$ cat config.mk
export PLATFORM = sky130hd
export DESIGN_NAME = img_stream_arbiter_flat
export DESIGN_NICKNAME = d
export VERILOG_FILES = /design/src/rtl/img_stream_arbiter_if.sv /design/src/rtl/img_stream_arbiter.sv /design/src/flat_wrapper.sv
export SDC_FILE = /design/constraint.sdc
export NUM_CORES = 1
export LEC_CHECK = 0
export ABC_AREA = 1
export CAP_MARGIN = 20
export CORE_MARGIN = 3
export CORE_UTILIZATION = 41
export CTS_CLUSTER_SIZE = 14
export DETAILED_ROUTE_END_ITERATION = 7
export PLACE_DENSITY = 0.87
export SLEW_MARGIN = 15
export SYNTH_ARGS = -nofsm -noshare
export SYNTH_HDL_FRONTEND = slang
export SYNTH_SLANG_ARGS = --single-unit
$ cat constraint.sdc
create_clock -name clk -period 3.1 [get_ports clk]
set_input_delay 0.62 -clock clk [delete_from_list [all_inputs] [get_ports clk]]
set_output_delay 0.62 -clock clk [all_outputs]
set_load 0.01 [all_outputs]
$ cat src/rtl/img_stream_arbiter_if.sv
// Stream bus between the N filter-engine slaves, the arbiter and the output
// FIFO write port. The slave modport is the arbiter's view; the master
// modport is the environment (slaves + FIFO + frame master).
interface img_stream_arbiter_if #(
  parameter int unsigned NUM_CH = 4,
  parameter int unsigned DW     = 32,
  parameter int unsigned MODE_W = 2,
  parameter int unsigned PV_W   = 8
);
  localparam int unsigned IW = $clog2(NUM_CH);

  logic                     cfg_prio_en;
  logic [NUM_CH*MODE_W-1:0] slv_mode;
  logic [NUM_CH-1:0]        slv_data_valid;
  logic [NUM_CH*DW-1:0]     slv_data;
  logic [NUM_CH*PV_W-1:0]   slv_proc_val;
  logic [NUM_CH-1:0]        slv_ready;
  logic                     fifo_full;
  logic                     mstr_cmplt;
  logic                     slvx_data_valid;
  logic [DW-1:0]            slvx_data;
  logic [MODE_W-1:0]        slvx_mode;
  logic [PV_W-1:0]          slvx_proc_val;
  logic [IW-1:0]            slvx_ch_id;
  logic                     busy;

  modport slave (
    input  cfg_prio_en, slv_mode, slv_data_valid, slv_data, slv_proc_val,
           fifo_full, mstr_cmplt,
    output slv_ready, slvx_data_valid, slvx_data, slvx_mode, slvx_proc_val,
           slvx_ch_id, busy
  );

  modport master (
    output cfg_prio_en, slv_mode, slv_data_valid, slv_data, slv_proc_val,
           fifo_full, mstr_cmplt,
    input  slv_ready, slvx_data_valid, slvx_data, slvx_mode, slvx_proc_val,
           slvx_ch_id, busy
  );
endinterface

$ cat src/rtl/img_stream_arbiter.sv
// N-channel pixel stream arbiter feeding the shared output FIFO write port.
// Round-robin or fixed-priority winner selection, bounded bursts, FIFO
// backpressure, frame-complete abort, per-beat source channel tag.
module img_stream_arbiter #(
  parameter int unsigned NUM_CH    = 4,
  parameter int unsigned DW        = 32,
  parameter int unsigned MODE_W    = 2,
  parameter int unsigned PV_W      = 8,
  parameter int unsigned BURST_MAX = 16
) (
  input  logic                clk,
  input  logic                rst,
  img_stream_arbiter_if.slave bus
);
  localparam int unsigned   CW        = $clog2(BURST_MAX + 1);
  localparam int unsigned   IW        = $clog2(NUM_CH);
  localparam logic [IW-1:0] LAST_IDX  = IW'(NUM_CH - 1);
  localparam logic [CW-1:0] LAST_BEAT = CW'(BURST_MAX - 1);

  typedef enum logic {IDLE, GRANT} state_t;

  state_t            state, state_nxt;
  logic [IW-1:0]     gnt_idx, gnt_nxt;
  logic [IW-1:0]     rr_ptr, rr_nxt;
  logic [IW-1:0]     win_idx;
  logic [CW-1:0]     beat_cnt, cnt_nxt;
  logic [NUM_CH-1:0] req;
  logic [NUM_CH-1:0] ready;
  logic              win_found;
  logic              xfer;
  logic              last_beat;
  logic [DW-1:0]     sel_data;
  logic [MODE_W-1:0] sel_mode;
  logic [PV_W-1:0]   sel_pv;

  // Request decode: any nonzero mode is a request.
  always_comb begin
    req = '0;
    for (int unsigned i = 0; i < NUM_CH; i++) begin
      req[i] = |bus.slv_mode[i*MODE_W +: MODE_W];
    end
  end

  // Winner search: from index 0 in priority mode, from rr_ptr otherwise.
  always_comb begin
    int unsigned   j;
    logic [IW-1:0] jj;
    win_idx   = '0;
    win_found = 1'b0;
    j         = 0;
    jj        = '0;
    for (int unsigned k = 0; k < NUM_CH; k++) begin
      j  = bus.cfg_prio_en ? k : (32'(rr_ptr) + k) % NUM_CH;
      jj = IW'(j);
      if (!win_found && req[jj]) begin
        win_idx   = jj;
        win_found = 1'b1;
      end
    end
  end

  // Accept strobe depends only on registers, fifo_full and mstr_cmplt.
  always_comb begin
    ready = '0;
    if ((state == GRANT) && !bus.fifo_full && !bus.mstr_cmplt) begin
      ready[gnt_idx] = 1'b1;
    end
  end

  assign bus.slv_ready = ready;
  assign bus.busy      = (state == GRANT);
  assign xfer          = |(ready & bus.slv_data_valid);
  assign last_beat     = xfer && (beat_cnt == LAST_BEAT);

  // Beat mux from the granted channel.
  always_comb begin
    sel_data = '0;
    sel_mode = '0;
    sel_pv   = '0;
    for (int unsigned i = 0; i < NUM_CH; i++) begin
      if (gnt_idx == IW'(i)) begin
        sel_data = bus.slv_data[i*DW +: DW];
        sel_mode = bus.slv_mode[i*MODE_W +: MODE_W];
        sel_pv   = bus.slv_proc_val[i*PV_W +: PV_W];
      end
    end
  end

  // Next-state: grant on any request, release on last beat, drop or abort.
  always_comb begin
    state_nxt = state;
    gnt_nxt   = gnt_idx;
    cnt_nxt   = beat_cnt;
    rr_nxt    = rr_ptr;
    case (state)
      IDLE: begin
        if (!bus.mstr_cmplt && win_found) begin
          state_nxt = GRANT;
          gnt_nxt   = win_idx;
          cnt_nxt   = '0;
        end
      end
      GRANT: begin
        if (xfer) begin
          cnt_nxt = beat_cnt + 1'b1;
        end
        if (bus.mstr_cmplt || !req[gnt_idx] || last_beat) begin
          state_nxt = IDLE;
          rr_nxt    = (gnt_idx == LAST_IDX) ? '0 : gnt_idx + 1'b1;
        end
      end
      default: state_nxt = IDLE;
    endcase
  end

  // Arbitration state registers.
  always_ff @(posedge clk) begin
    if (rst) begin
      state    <= IDLE;
      gnt_idx  <= '0;
      beat_cnt <= '0;
      rr_ptr   <= '0;
    end else begin
      state    <= state_nxt;
      gnt_idx  <= gnt_nxt;
      beat_cnt <= cnt_nxt;
      rr_ptr   <= rr_nxt;
    end
  end

  // Output beat registers: strobe every cycle, payload only on transfer.
  always_ff @(posedge clk) begin
    if (rst) begin
      bus.slvx_data_valid <= 1'b0;
      bus.slvx_data       <= '0;
      bus.slvx_mode       <= '0;
      bus.slvx_proc_val   <= '0;
      bus.slvx_ch_id      <= '0;
    end else begin
      bus.slvx_data_valid <= xfer;
      if (xfer) begin
        bus.slvx_data     <= sel_data;
        bus.slvx_mode     <= sel_mode;
        bus.slvx_proc_val <= sel_pv;
        bus.slvx_ch_id    <= gnt_idx;
      end
    end
  end
endmodule

$ cat src/flat_wrapper.sv
// flat-port wrapper written by rule: the top's interface ports become plain ports
module img_stream_arbiter_flat 
#(
  parameter int unsigned NUM_CH    = 4,
  parameter int unsigned DW        = 32,
  parameter int unsigned MODE_W    = 2,
  parameter int unsigned PV_W      = 8,
  parameter int unsigned BURST_MAX = 16
)
  (clk, rst, bus_cfg_prio_en, bus_slv_mode, bus_slv_data_valid, bus_slv_data, bus_slv_proc_val, bus_fifo_full, bus_mstr_cmplt, bus_slv_ready, bus_slvx_data_valid, bus_slvx_data, bus_slvx_mode, bus_slvx_proc_val, bus_slvx_ch_id, bus_busy);
  img_stream_arbiter_if #(.NUM_CH(NUM_CH), .DW(DW), .MODE_W(MODE_W), .PV_W(PV_W)) bus_i ();
  input  logic clk;
  input  logic rst;
  input wire logic [$bits(bus_i.cfg_prio_en)-1:0] bus_cfg_prio_en;
  input wire logic [$bits(bus_i.slv_mode)-1:0] bus_slv_mode;
  input wire logic [$bits(bus_i.slv_data_valid)-1:0] bus_slv_data_valid;
  input wire logic [$bits(bus_i.slv_data)-1:0] bus_slv_data;
  input wire logic [$bits(bus_i.slv_proc_val)-1:0] bus_slv_proc_val;
  input wire logic [$bits(bus_i.fifo_full)-1:0] bus_fifo_full;
  input wire logic [$bits(bus_i.mstr_cmplt)-1:0] bus_mstr_cmplt;
  output wire logic [$bits(bus_i.slv_ready)-1:0] bus_slv_ready;
  output wire logic [$bits(bus_i.slvx_data_valid)-1:0] bus_slvx_data_valid;
  output wire logic [$bits(bus_i.slvx_data)-1:0] bus_slvx_data;
  output wire logic [$bits(bus_i.slvx_mode)-1:0] bus_slvx_mode;
  output wire logic [$bits(bus_i.slvx_proc_val)-1:0] bus_slvx_proc_val;
  output wire logic [$bits(bus_i.slvx_ch_id)-1:0] bus_slvx_ch_id;
  output wire logic [$bits(bus_i.busy)-1:0] bus_busy;
  assign bus_i.cfg_prio_en = bus_cfg_prio_en;
  assign bus_i.slv_mode = bus_slv_mode;
  assign bus_i.slv_data_valid = bus_slv_data_valid;
  assign bus_i.slv_data = bus_slv_data;
  assign bus_i.slv_proc_val = bus_slv_proc_val;
  assign bus_i.fifo_full = bus_fifo_full;
  assign bus_i.mstr_cmplt = bus_mstr_cmplt;
  assign bus_slv_ready = bus_i.slv_ready;
  assign bus_slvx_data_valid = bus_i.slvx_data_valid;
  assign bus_slvx_data = bus_i.slvx_data;
  assign bus_slvx_mode = bus_i.slvx_mode;
  assign bus_slvx_proc_val = bus_i.slvx_proc_val;
  assign bus_slvx_ch_id = bus_i.slvx_ch_id;
  assign bus_busy = bus_i.busy;
  img_stream_arbiter #(.NUM_CH(NUM_CH), .DW(DW), .MODE_W(MODE_W), .PV_W(PV_W), .BURST_MAX(BURST_MAX)) u_core (.clk(clk), .rst(rst), .bus(bus_i));
endmodule
==> flow_summary.ini <==
[place]
dp_cells = 940
pre_cts_slack_ns = 0.310
hpwlAfterDp_um = 11000
io_buffers = 226
dpl_cell_area_sq_um = 6080
gp_congestion = 0.873

[grt]
overflow = 0
grt_max_degree = 84
grt_pass1_wl_um = 21900
antenna_found_initial = 0
grt_pass1_vias = 4731
track_usage_pct = 26.4

[finish]
fin_cells = 948
drive_gt1_share_pct = 4.40
final_nets = 1022
diodes = 0
fillerInstances = 728
final_area_sq_um = 6190
area_delta_synth_final_pct = 64.8

[critical_path]
worstPathArrival_ns = 2.17
crit_start = bus_mstr_cmplt
start_kind = primary input
rr_startpoint = u_core.gnt_idx[0]
worst-endpoint-required_ns = 2.48
timing_worst_setup_path_type = in -> out
crit_path_end = bus_slv_ready[2]
worst-r2r-setup-slack_ns = 0.70
reg2regPathDepth = 9
path_max_fanout = 5
end_kind = output pin
regToRegEndpoint = u_core.bus.slvx_mode[1]

[clocking]
clk_latency_ns = 0.31
cts_tree = yes
cts_resized = 0
root_buffer = clkbuf_8
cts_max_level = 2
cts_setup_buffers = 0
clkTransAtPathRegs_ns = 0.10
cts.sinks = 55
clock_path_buffers = 2
numCtsBuffers = 5
postCtsHoldBufs = 0

[job]
drv_cap = 0

[drt]
drt_wl_total_um = 14300
drtAntennaViolNets = 0
num_vias = 5035
drt_iter0_drc = 222
drc = 0
routedWlPerCell_um = 15.1
via_per_inst = 5.31
drt-pass1-iter-count = 6

[sta]
rsz0062_at_grt = false
worst_slack_ns = 0.315
tightest_slew_ns = 0.748
max_freq_mhz = 359
slew_headroom_pct = 50.1
finalSetupViolCount = 0
fin_skew_ns = 0.00977
period_minus_slack_ns = 2.79
setup_tns_ns = 0
slew_violations = 0
hold_viol = 0
post-route-period-util_pct = 89.8

[yosys]
yosysUniqueCellTypes = 27
synth_area_per_cell_sq_um = 5.86
syn-num-nets = 824
syn_area_sq_um = 3750
ys_seq_elements = 55
yosysSeqAreaShare_pct = 29.3
synthFlopType = dfxtp_1
ys_async_sr_fraction_pct = 0
syn-instance-count = 641
synth-edff-count = 0
ys_warn_count = 0

[power]
ir_drop_mv = 0.208
leakage_nw = 2.45
powerDensity_nw_per_um2 = 320

[floorplan]
die_h_um = 102
core_area_sq_um = 8810
die_area_sq_um = 10300
fp.dieW_um = 102
start_util_pct = 42.6
io_pins = 227
fp-row-count = 34

[hold_path]
min_from = u_core.bus.slvx_proc_val[4]
hp-class = reg -> reg

[run_status]
status = finished clean
==> cell usage after synthesis (2+ instances only) <==
library cell | count | share of area, %
buf_2 | 11 | 1.5
nor2_2 | 2 | 0.33
o21ai_0 | 117 | 16
inv_1 | 21 | 2.1
inv_2 | 5 | 0.50
buf_1 | 2 | 0.20
nand2_1 | 143 | 14
o21ai_1 | 14 | 1.9
nand4_1 | 2 | 0.33
dfxtp_1 | 55 | 29
nand3_1 | 61 | 8.1
nor2_1 | 100 | 10
clkbuf_1 | 33 | 3.3
nand2_2 | 2 | 0.33
a21oi_1 | 55 | 7.3
o221ai_1 | 2 | 0.47
ha_1 | 6 | 2.0
==> through the flow <==
| stage | power (W) | util (%) | hold slack [ns] |
|---|---|---|---|
| after floorplan | 0.00113 | - | 0.453 |
| after global placement | 0.00150 | 69.0 | 0.461 |
| after detailed placement | 0.00152 | 69.0 | 0.473 |
| after CTS | 0.00200 | 70.3 | 0.493 |
| after global routing | 0.00210 | 70.3 | 0.513 |
| final | 0.00198 | 70.3 | 0.490 |
==> worst max-delay path, stage by stage <==
cell             delay [ns]
clkdlybuf4s50_1        0.47
nor3_4                 0.29
inv_1                  0.12
nor2_1                 0.11
clkdlybuf4s50_1        0.55
==> power breakdown <==
part           total, W  switching, W  internal, W
clock network  0.000480      0.000236     0.000244
registers      0.000748     0.0000180     0.000730
logic          0.000754      0.000367     0.000387
total           0.00198      0.000621      0.00136
==> state kept, by name, indices dropped and copies added, names as in the netlist <==
register	cells
u_core.bus.slvx_ch_id	2
u_core.bus.slvx_data_valid	1
u_core.bus.busy	1
u_core.beat_cnt	5
u_core.bus.slvx_mode	2
u_core.rr_ptr	2
u_core.bus.slvx_data	32
u_core.gnt_idx	2
u_core.bus.slvx_proc_val	8
==> kinds of logic after synthesis <==
group | count (synthesis) | share of synthesized area, %
compound gates | 189 | 25.7
fa+ha+maj | 6 | 2.00
simple gates | 317 | 35.1
flops | 55 | 29.3
buf+inv | 74 | 7.86
==> layer usage <==
layer / part of all wire, % / track usage (%) / routed length [um]
met2: 50 / 47.8 / 7180
met1: 38 / 30.0 / 5420
met3: 9.5 / 7.58 / 1360
met5: 0 / 0 / 0
met4: 2.2 / 7.98 / 317
==> placed cells by master (no fill, tap or decap), drive strengths merged, types with 2 or more instances in the layout <==
cell type      netlist  layout
nand3               61      61
inv                 26      27
ha                   6       6
a21oi               55      55
nor2               103     103
buf                 14      12
nand2              145     145
clkdlybuf4s50        0     226
dfxtp               55      55
o221ai               2       2
clkbuf              33       6
nand4                2       2
o21ai              132     132
or2                  2       2
nor3                 2       2
==> area by class of cell <==
cell class	count	area (sq um)	share of cell area, %
Clock inverter	2	38.8	0.627
Multi-Input combinational cell	512	2370	38.4
Clock buffer	6	72.6	1.17
Inverter	27	101	1.64
Timing Repair Buffer	238	2360	38.2
Sequential cell	55	1100	17.8
Tap cell	108	135	2.18
==> how the worst min path moves through the flow <==
| stage | endpoint | cells after the start |
|---|---|---|
| global route | u_core.bus.slvx_data[2] | 2 |
| floorplan | u_core.beat_cnt[4] | 2 |
| CTS | u_core.bus.slvx_data[26] | 2 |
| detailed placement | u_core.bus.slvx_data[26] | 2 |
| finish | u_core.bus.slvx_proc_val[4] | 2 |
| global placement | u_core.bus.slvx_data[27] | 2 |
Power figures use the tool's default switching activity.
